## src/rtl/sprite_pkg.sv

```systemverilog
// Shared types and constants for the sprite fetch arbiter.
// Optional horizontal mirroring is enabled with SPRITE_FLIP_EN.
package sprite_pkg;

  localparam int SPRITE_W_DEF = 32;
  localparam int SPRITE_H_DEF = 48;

  localparam int FB_BASE = 0;
  localparam int IG_BASE = SPRITE_W_DEF * SPRITE_H_DEF;

  localparam logic [7:0] TRANSPARENT_IDX = 8'h00;

  typedef enum logic [1:0] {
    IDLE,
    FETCH_F,
    FETCH_I,
    RESOLVE
  } arb_state_t;

  typedef struct packed {
    logic [9:0] dx;
    logic [9:0] dy;
    logic [9:0] fb_x;
    logic [9:0] fb_y;
    logic [9:0] ig_x;
    logic [9:0] ig_y;
    logic       fb_flip;
    logic       ig_flip;
  } pix_req_t;

endpackage

```

## src/rtl/sprite_box_check.sv

```systemverilog
// Bounding-box test and sprite ROM address for one character.
// Mirroring (SPRITE_FLIP_EN) reflects the local x inside the box.
module sprite_box_check #(
  parameter int SPRITE_W = 32,
  parameter int SPRITE_H = 48,
  parameter int ROM_AW   = 12
) (
  input  logic [9:0]        draw_x,
  input  logic [9:0]        draw_y,
  input  logic [9:0]        pos_x,
  input  logic [9:0]        pos_y,
  input  logic [ROM_AW-1:0] base,
  input  logic              flip,
  output logic              in_box,
  output logic [ROM_AW-1:0] addr
);

  logic [10:0] x11, y11, px11, py11;
  logic [10:0] lx, ly;

  always_comb begin
    x11  = {1'b0, draw_x};
    y11  = {1'b0, draw_y};
    px11 = {1'b0, pos_x};
    py11 = {1'b0, pos_y};
    // 11-bit sums keep a box near 1023 from aliasing to low coords
    in_box = (x11 >= px11) &&
             (x11 < px11 + 11'(SPRITE_W)) &&
             (y11 >= py11) &&
             (y11 < py11 + 11'(SPRITE_H));
    lx = x11 - px11;
    ly = y11 - py11;
`ifdef SPRITE_FLIP_EN
    if (flip) lx = 11'(SPRITE_W - 1) - lx;
`endif
    addr = base;
    if (in_box)
      addr = ROM_AW'(32'(base) +
                     32'(ly) * 32'(SPRITE_W) +
                     32'(lx));
  end

`ifndef SPRITE_FLIP_EN
  logic unused_flip;
  assign unused_flip = flip;
`endif

endmodule

```

## src/rtl/sprite_fetch_arbiter.sv

```systemverilog
// Time-multiplexes one sprite ROM between fireboy and icegirl per pixel.
// Build with SPRITE_FLIP_EN to honour fb_flip/ig_flip.
module sprite_fetch_arbiter
  import sprite_pkg::*;
#(
  parameter int SPRITE_W = SPRITE_W_DEF,
  parameter int SPRITE_H = SPRITE_H_DEF,
  parameter int ROM_AW   = 12
) (
  input  logic              Clk,
  input  logic              Reset,
  input  logic              pixel_start,
  input  logic [9:0]        DrawX,
  input  logic [9:0]        DrawY,
  input  logic [9:0]        fb_x,
  input  logic [9:0]        fb_y,
  input  logic [9:0]        ig_x,
  input  logic [9:0]        ig_y,
  input  logic              fb_flip,
  input  logic              ig_flip,
  output logic [ROM_AW-1:0] rom_addr,
  input  logic [7:0]        rom_data,
  output logic              sprite_valid,
  output logic              sprite_hit,
  output logic [7:0]        sprite_data,
  output logic              overrun
);

  localparam logic [ROM_AW-1:0] FB_A =
    ROM_AW'(FB_BASE);
  localparam logic [ROM_AW-1:0] IG_A =
    ROM_AW'(SPRITE_W * SPRITE_H);

  arb_state_t        state_q, state_d;
  pix_req_t          req_q, req_d, req_in;
  logic [7:0]        fb_px_q, fb_px_d;
  logic [ROM_AW-1:0] rom_addr_q, rom_addr_d;
  logic              valid_q, valid_d;
  logic              hit_q, hit_d;
  logic [7:0]        data_q, data_d;
  logic              overrun_q, overrun_d;

  logic              accept;
  logic              fb_in, ig_in;
  logic [ROM_AW-1:0] fb_addr, ig_addr;
  logic [7:0]        ig_px;

  assign req_in = '{
    dx:      DrawX,
    dy:      DrawY,
    fb_x:    fb_x,
    fb_y:    fb_y,
    ig_x:    ig_x,
    ig_y:    ig_y,
    fb_flip: fb_flip,
    ig_flip: ig_flip
  };

  assign accept = pixel_start &&
                  (state_q == IDLE ||
                   state_q == RESOLVE);

  // Fireboy looks at the next request so its address
  // can be registered on the accepting edge.
  sprite_box_check #(
    .SPRITE_W(SPRITE_W),
    .SPRITE_H(SPRITE_H),
    .ROM_AW  (ROM_AW)
  ) u_fb (
    .draw_x(req_d.dx),
    .draw_y(req_d.dy),
    .pos_x (req_d.fb_x),
    .pos_y (req_d.fb_y),
    .base  (FB_A),
    .flip  (req_d.fb_flip),
    .in_box(fb_in),
    .addr  (fb_addr)
  );

  sprite_box_check #(
    .SPRITE_W(SPRITE_W),
    .SPRITE_H(SPRITE_H),
    .ROM_AW  (ROM_AW)
  ) u_ig (
    .draw_x(req_q.dx),
    .draw_y(req_q.dy),
    .pos_x (req_q.ig_x),
    .pos_y (req_q.ig_y),
    .base  (IG_A),
    .flip  (req_q.ig_flip),
    .in_box(ig_in),
    .addr  (ig_addr)
  );

  always_comb begin
    state_d    = state_q;
    req_d      = req_q;
    fb_px_d    = fb_px_q;
    rom_addr_d = rom_addr_q;
    valid_d    = 1'b0;
    hit_d      = hit_q;
    data_d     = data_q;
    overrun_d  = overrun_q;
    ig_px      = ig_in ? rom_data : TRANSPARENT_IDX;

    if (accept) req_d = req_in;

    unique case (state_q)
      IDLE: begin
        if (accept) begin
          rom_addr_d = fb_addr;
          state_d    = FETCH_F;
        end
      end
      FETCH_F: begin
        rom_addr_d = ig_addr;
        state_d    = FETCH_I;
        if (pixel_start) overrun_d = 1'b1;
      end
      FETCH_I: begin
        fb_px_d = fb_in ? rom_data : TRANSPARENT_IDX;
        state_d = RESOLVE;
        if (pixel_start) overrun_d = 1'b1;
      end
      RESOLVE: begin
        valid_d = 1'b1;
        if (ig_px != TRANSPARENT_IDX) begin
          hit_d  = 1'b1;
          data_d = ig_px;
        end else if (fb_px_q != TRANSPARENT_IDX) begin
          hit_d  = 1'b1;
          data_d = fb_px_q;
        end else begin
          hit_d  = 1'b0;
          data_d = TRANSPARENT_IDX;
        end
        if (accept) begin
          rom_addr_d = fb_addr;
          state_d    = FETCH_F;
        end else begin
          state_d = IDLE;
        end
      end
    endcase
  end

  always_ff @(posedge Clk or posedge Reset) begin
    if (Reset) begin
      state_q    <= IDLE;
      req_q      <= '0;
      fb_px_q    <= TRANSPARENT_IDX;
      rom_addr_q <= '0;
      valid_q    <= 1'b0;
      hit_q      <= 1'b0;
      data_q     <= TRANSPARENT_IDX;
      overrun_q  <= 1'b0;
    end else begin
      state_q    <= state_d;
      req_q      <= req_d;
      fb_px_q    <= fb_px_d;
      rom_addr_q <= rom_addr_d;
      valid_q    <= valid_d;
      hit_q      <= hit_d;
      data_q     <= data_d;
      overrun_q  <= overrun_d;
    end
  end

  assign rom_addr     = rom_addr_q;
  assign sprite_valid = valid_q;
  assign sprite_hit   = hit_q;
  assign sprite_data  = data_q;
  assign overrun      = overrun_q;

endmodule

```

## config.mk

```make
export PLATFORM = sky130hd
export DESIGN_NAME = sprite_fetch_arbiter
export DESIGN_NICKNAME = d
export VERILOG_FILES = /design/src/rtl/sprite_pkg.sv /design/src/rtl/sprite_box_check.sv /design/src/rtl/sprite_fetch_arbiter.sv
export SDC_FILE = /design/constraint.sdc
export NUM_CORES = 1
export LEC_CHECK = 0
export ABC_AREA = 1
export CAP_MARGIN = 10
export CELL_PAD_IN_SITES_DETAIL_PLACEMENT = 1
export CELL_PAD_IN_SITES_GLOBAL_PLACEMENT = 2
export CORE_MARGIN = 3
export CORE_UTILIZATION = 25
export DETAILED_ROUTE_END_ITERATION = 10
export GPL_TIMING_DRIVEN = 0
export PLACE_DENSITY_LB_ADDON = 0.1
export SYNTH_ARGS = -nofsm -noshare
export SYNTH_HDL_FRONTEND = slang
export SYNTH_SLANG_ARGS = --single-unit
```

## constraint.sdc

```tcl
create_clock -name Clk -period 13.5 [get_ports Clk]
set_input_delay 1.35 -clock Clk [delete_from_list [all_inputs] [get_ports Clk]]
set_output_delay 1.35 -clock Clk [all_outputs]
set_load 0.01 [all_outputs]
```

### After elaboration in Yosys (flattened, before gate mapping)

Index checks and enable logic that the tools add are counted.

* add/subtract/negate cells: 11
* order comparisons: 8
* equal/unequal tests: 5
* muxes and demuxes: 15
* reduce and logical (&&, ||, !) cells: 16

Operators by type and width (count)
* $mux W62: 1
* $add A10 B6 Y11 const B: 4
* $lt A10 B11 Y1: 4
* $ge A10 B10 Y1: 4
* $mux W12: 3
* $mux W8: 4
* $add A12 B11 Y12: 2
* $pmux W12 S2: 1
* $sub A10 B10 Y11: 2
* $reduce_bool A8 Y1: 2
* $sub A7 B7 Y7: 2
* $add A11 B12 Y12 const A: 1
* $pmux W2 S4: 1
* $logic_and A1 B1 Y1: 7
* $eq A2 B2 Y1 const B: 2
* $mux W1: 4
* $reduce_and A2 Y1: 2
* $reduce_or A2 Y1: 2
* $eq A2 B1 Y1 const B: 1
* $logic_not A2 Y1: 1
* $mux W2: 1
* $ne A2 B1 Y1 const B: 1
* $ne A2 B2 Y1 const B: 1
* $reduce_bool A2 Y1: 1
* $logic_or A1 B1 Y1: 1

* register bits after elaboration: 95
* output and inout port bits: 23
* logic and storage cells: 70

### Depth between registers and ports, before layout

* word-level depth: 12
* depth in mapped cells: 33
* mapped depth without buffers: 30

### Modules after synthesis

A second synthesis with hierarchy kept.

* cell total of the unflattened synthesis: 1104
* area, all modules: 8856.0 µm²

By module, submodules not included
* sprite_fetch_arbiter: times used 1, cells an instance 321, area an instance 4197.8 µm², sequential area each 2377.3 µm²
* sprite_box_check (u_fb): times used 1, cells an instance 393, area an instance 2329.7 µm², sequential area each 0.0 µm²
* sprite_box_check (u_ig): times used 1, cells an instance 390, area an instance 2328.5 µm², sequential area each 0.0 µm²

### Worst setup path before layout

No wires, ideal clock.

* path kind: input to register
* start point: input pixel_start
* end point: register rom_addr_q[11] (netlist: rom_addr[11])
* setup time: 0.073 ns
* data arrival time: 4.662 ns
* required time: 13.427 ns
* path slack: 8.765 ns
* stages: 30
* buffers on the path: 4
* cells stage by stage: nand2_4 buf_6 buf_4 clkbuf_1 clkbuf_1 nand2_1 nand2_1 ha_1 inv_1 ha_1 inv_1 nand2_1 nand2_1 nand2_1 nand2_1 nand2_1 nand2_1 nand2_1 xor2_1 inv_1 fa_1 nor2_1 o21ai_0 nand2_1 a21o_1 a21oi_1 xor2_1 nor2_1 nand2_2 a21oi_2

RTL lines
* start: declaration: RTL line sprite_fetch_arbiter.sv:12 `input logic pixel_start,`
* end signal: assignment: RTL line sprite_fetch_arbiter.sv:161 `rom_addr_q <= rom_addr_d;`
* end: declaration: RTL line sprite_fetch_arbiter.sv:37 `logic [ROM_AW-1:0] rom_addr_q, rom_addr_d;`

==> run_results.csv <==
group,metric,value,unit
status,status,"completed",
synthesis,synth.yosys.seq_area_share,0.318,
flow_run,maxCapViolCount,0,
timing,min_period_over_period,0.465,
route,drt-total-wl,23500,µm
synthesis,synth_top_area_share,0.318,
synthesis,synth_cells,982,
synthesis,async_reset_ff_frac,1.00,
critical_path,crit_type,"in2reg",
hold_path,hp-class,"reg2reg",
layout,diodes,0,
timing,timing_hold_violations_final,0,
route,wire_per_inst,16.0,µm
cts,cts_buffers,9,
floorplanning,placeableCoreArea,28800,µm²
layout,multi_input_area,4340,µm²
critical_path,crit_required,13790,ps
cts,htreeDepth,3,
synthesis,ys_ff_latch,93,
global_route,grt_pass1_vias,7038,
floorplanning,io_pins,96,
route,vias,6481,
synthesis,ys_warn_count,0,
synthesis,synth.area.top_cells,"dfrtp_1 (32%), ha_1 (14%), nand2_1 (14%)",
synthesis,yosysMostFrequentCell,"nand2_1",
place,port_buffers,93,
timing,finalClockSkew,8.24,ps
cts,hold_buffers,0,
global_route,overflow,0,
floorplanning,die_w,177,µm
critical_path,max_stage_delay,680,ps
route,detailedRoute.firstIterationViolations,206,
layout,nNetsFinal,1249,
synthesis,syn-num-nets,1144,
floorplanning,die_area,31400,µm²
cts,cts_resized,0,
synthesis,syn_area_per_cell,7.45,µm²
global_route,grt_start_max_net_pins,61,
timing,setup_violations,0,
route,drc,0,
timing,finalSetupTns,0,ps
layout,ff_latch_area,2330,µm²
cts,clock-root-buffer,"clkbuf_16",
timing,slew_headroom,0.418,
critical_path,crit_fanout,10,
route,viasPerCell,4.39,
cts,clockBufferDepth,2,
synthesis,yosys.area.top_type,"dfrtp_1",
floorplanning,initial_core_util,0.254,
timing,slew_violations,0,
critical_path,worstPathArrival,6570,ps
cts,clkSinkCount,93,
synthesis,synthFlopType,"dfrtp_1",
route,first_pass_iters,4,
timing,rsz0062_at_grt,"no",
global_route,grt_use_total,0.158,
synthesis,ys_types,42,
floorplanning,dieHeight,177,µm
route,postRouteAntennaNets,0,
layout,syn_to_final_growth,23.5,%
synthesis,ys_top_cells_by_count,"nand2_1 (272), inv_1 (132), dfrtp_1 (93)",
global_route,antenna_found_initial,0,
timing,finalCriticalPeriod,6280,ps
critical_path,worstSetupStartpointType,"input pin",
cts,path_clk_slew,70,ps
cts,postCtsSetupRepairBufs,0,
timing,worstMarginPinSlew,872,ps
layout,n_fill_cell,3478,
layout,drive_gt1_frac,0.0842,
place,gp_congestion,0.797,
critical_path,cp_top_family,"buffers and inverters",
synthesis,synth-edff-count,0,
place,hpwl,19500,µm
cts,clk_latency,360,ps
cts,cts_tree,"done",
floorplanning,row_count,62,
synthesis,synth_area,7320,µm²
critical_path,crit_path_frequent_cell,"nand2_1",
global_route,grt_pass1_wl,38600,µm
timing,max_freq,159,MHz
critical_path,cp-end-kind,"flip-flop",
critical_path,slowest_stage,"clkbuf_1",
critical_path,cp_num_buf_inv,8,
worst register-to-register path, delay by kind of cell (launching register included):
family	cells	cell delay (ps)
xor+xnor	2	390
compound gates	4	360
simple gates	14	1410
fa+ha+maj	4	1190
flops	1	430
buf+inv	7	1690
cells by family (layout without fill, tap and decap cells):
family,count (synthesis),after routing,synth area share
buffers and inverters,158,268,0.0884
adder cells (fa/ha/maj),89,89,0.157
XOR/XNOR,42,42,0.0503
AND/OR/NAND/NOR,456,456,0.268
AO/OA/AOI/OAI,144,144,0.118
flip-flops,93,93,0.318
cell type report:
cell class | count | area share
plain buffers | 23 | 0.0155
repair buffers | 94 | 0.106
inverters | 135 | 0.0563
flip-flops and latches | 93 | 0.258
multi-input cells | 731 | 0.481
clock inverters | 5 | 0.00401
well taps | 384 | 0.0532
clock buffers | 11 | 0.0269
worst paths after layout:
path,cells after the start,end,from,slack (ps)
max,31,rom_addr[11],pixel_start,7220
min,2,sprite_data[5],sprite_data[5],480
max reg2reg,31,rom_addr[11],state_q[1],7970
min reg2reg,2,sprite_data[5],sprite_data[5],480
max in group asynchronous,3,req_q[29],Reset,11420
min in group asynchronous,2,sprite_valid,Reset,1380
state kept, by name, indices dropped and copies added, names as in the netlist:
| signal | cells |
|---|---|
| req_q | 60 |
| rom_addr | 12 |
| fb_px_q | 8 |
| sprite_data | 8 |
| state_q | 2 |
| overrun | 1 |
| sprite_hit | 1 |
| sprite_valid | 1 |
placed cells by master (no fill, tap or decap), types with 3 or more instances in the layout:
cell type	instances
clkbuf_16	9
a21oi_2	13
clkinvlp_4	3
nor3_1	5
nor2_1	68
nor2_4	3
fa_1	5
xnor2_1	9
or2_2	8
buf_6	3
ha_1	84
o21ai_0	51
clkbuf_1	15
a21o_1	5
clkdlybuf4s50_1	93
nand2_1	272
nand2_2	27
nand4_1	5
o21ai_1	12
inv_1	131
a21oi_1	41
a31oi_1	3
o21ai_2	6
dfrtp_1	93
nand3_1	59
nand2_4	4
xor2_1	33
inv_2	3
per-layer routing:
layer,share of wire,up-vias,wire length (µm),global-route usage
li1,-,3346,-,-
met3,0.020,12,467,0.0221
met4,0.0085,0,201,0.0295
met2,0.48,47,11300,0.270
met1,0.49,3076,11600,0.214
met5,0,-,0,0
per-stage QoR:
| step | hold WS, ps | instances | cell area, µm² | utilization | setup WS, ps |
|---|---|---|---|---|---|
| 5_1_grt | 501 | 1476 | 9040 | 0.314 | 6580 |
| 6_report | 481 | 1476 | 9040 | 0.314 | 7220 |
| 4_1_cts | 488 | 1476 | 9040 | 0.314 | 7050 |
| 3_5_place_dp | 469 | 1460 | 8760 | 0.304 | 6680 |
| 2_1_floorplan | 448 | 982 | 7320 | - | 8760 |
| 3_3_place_gp | 464 | 1459 | 8730 | 0.303 | 6660 |
Power is not shown: default switching activity piles up to over one toggle a cycle in this logic, so the estimate is an artifact.
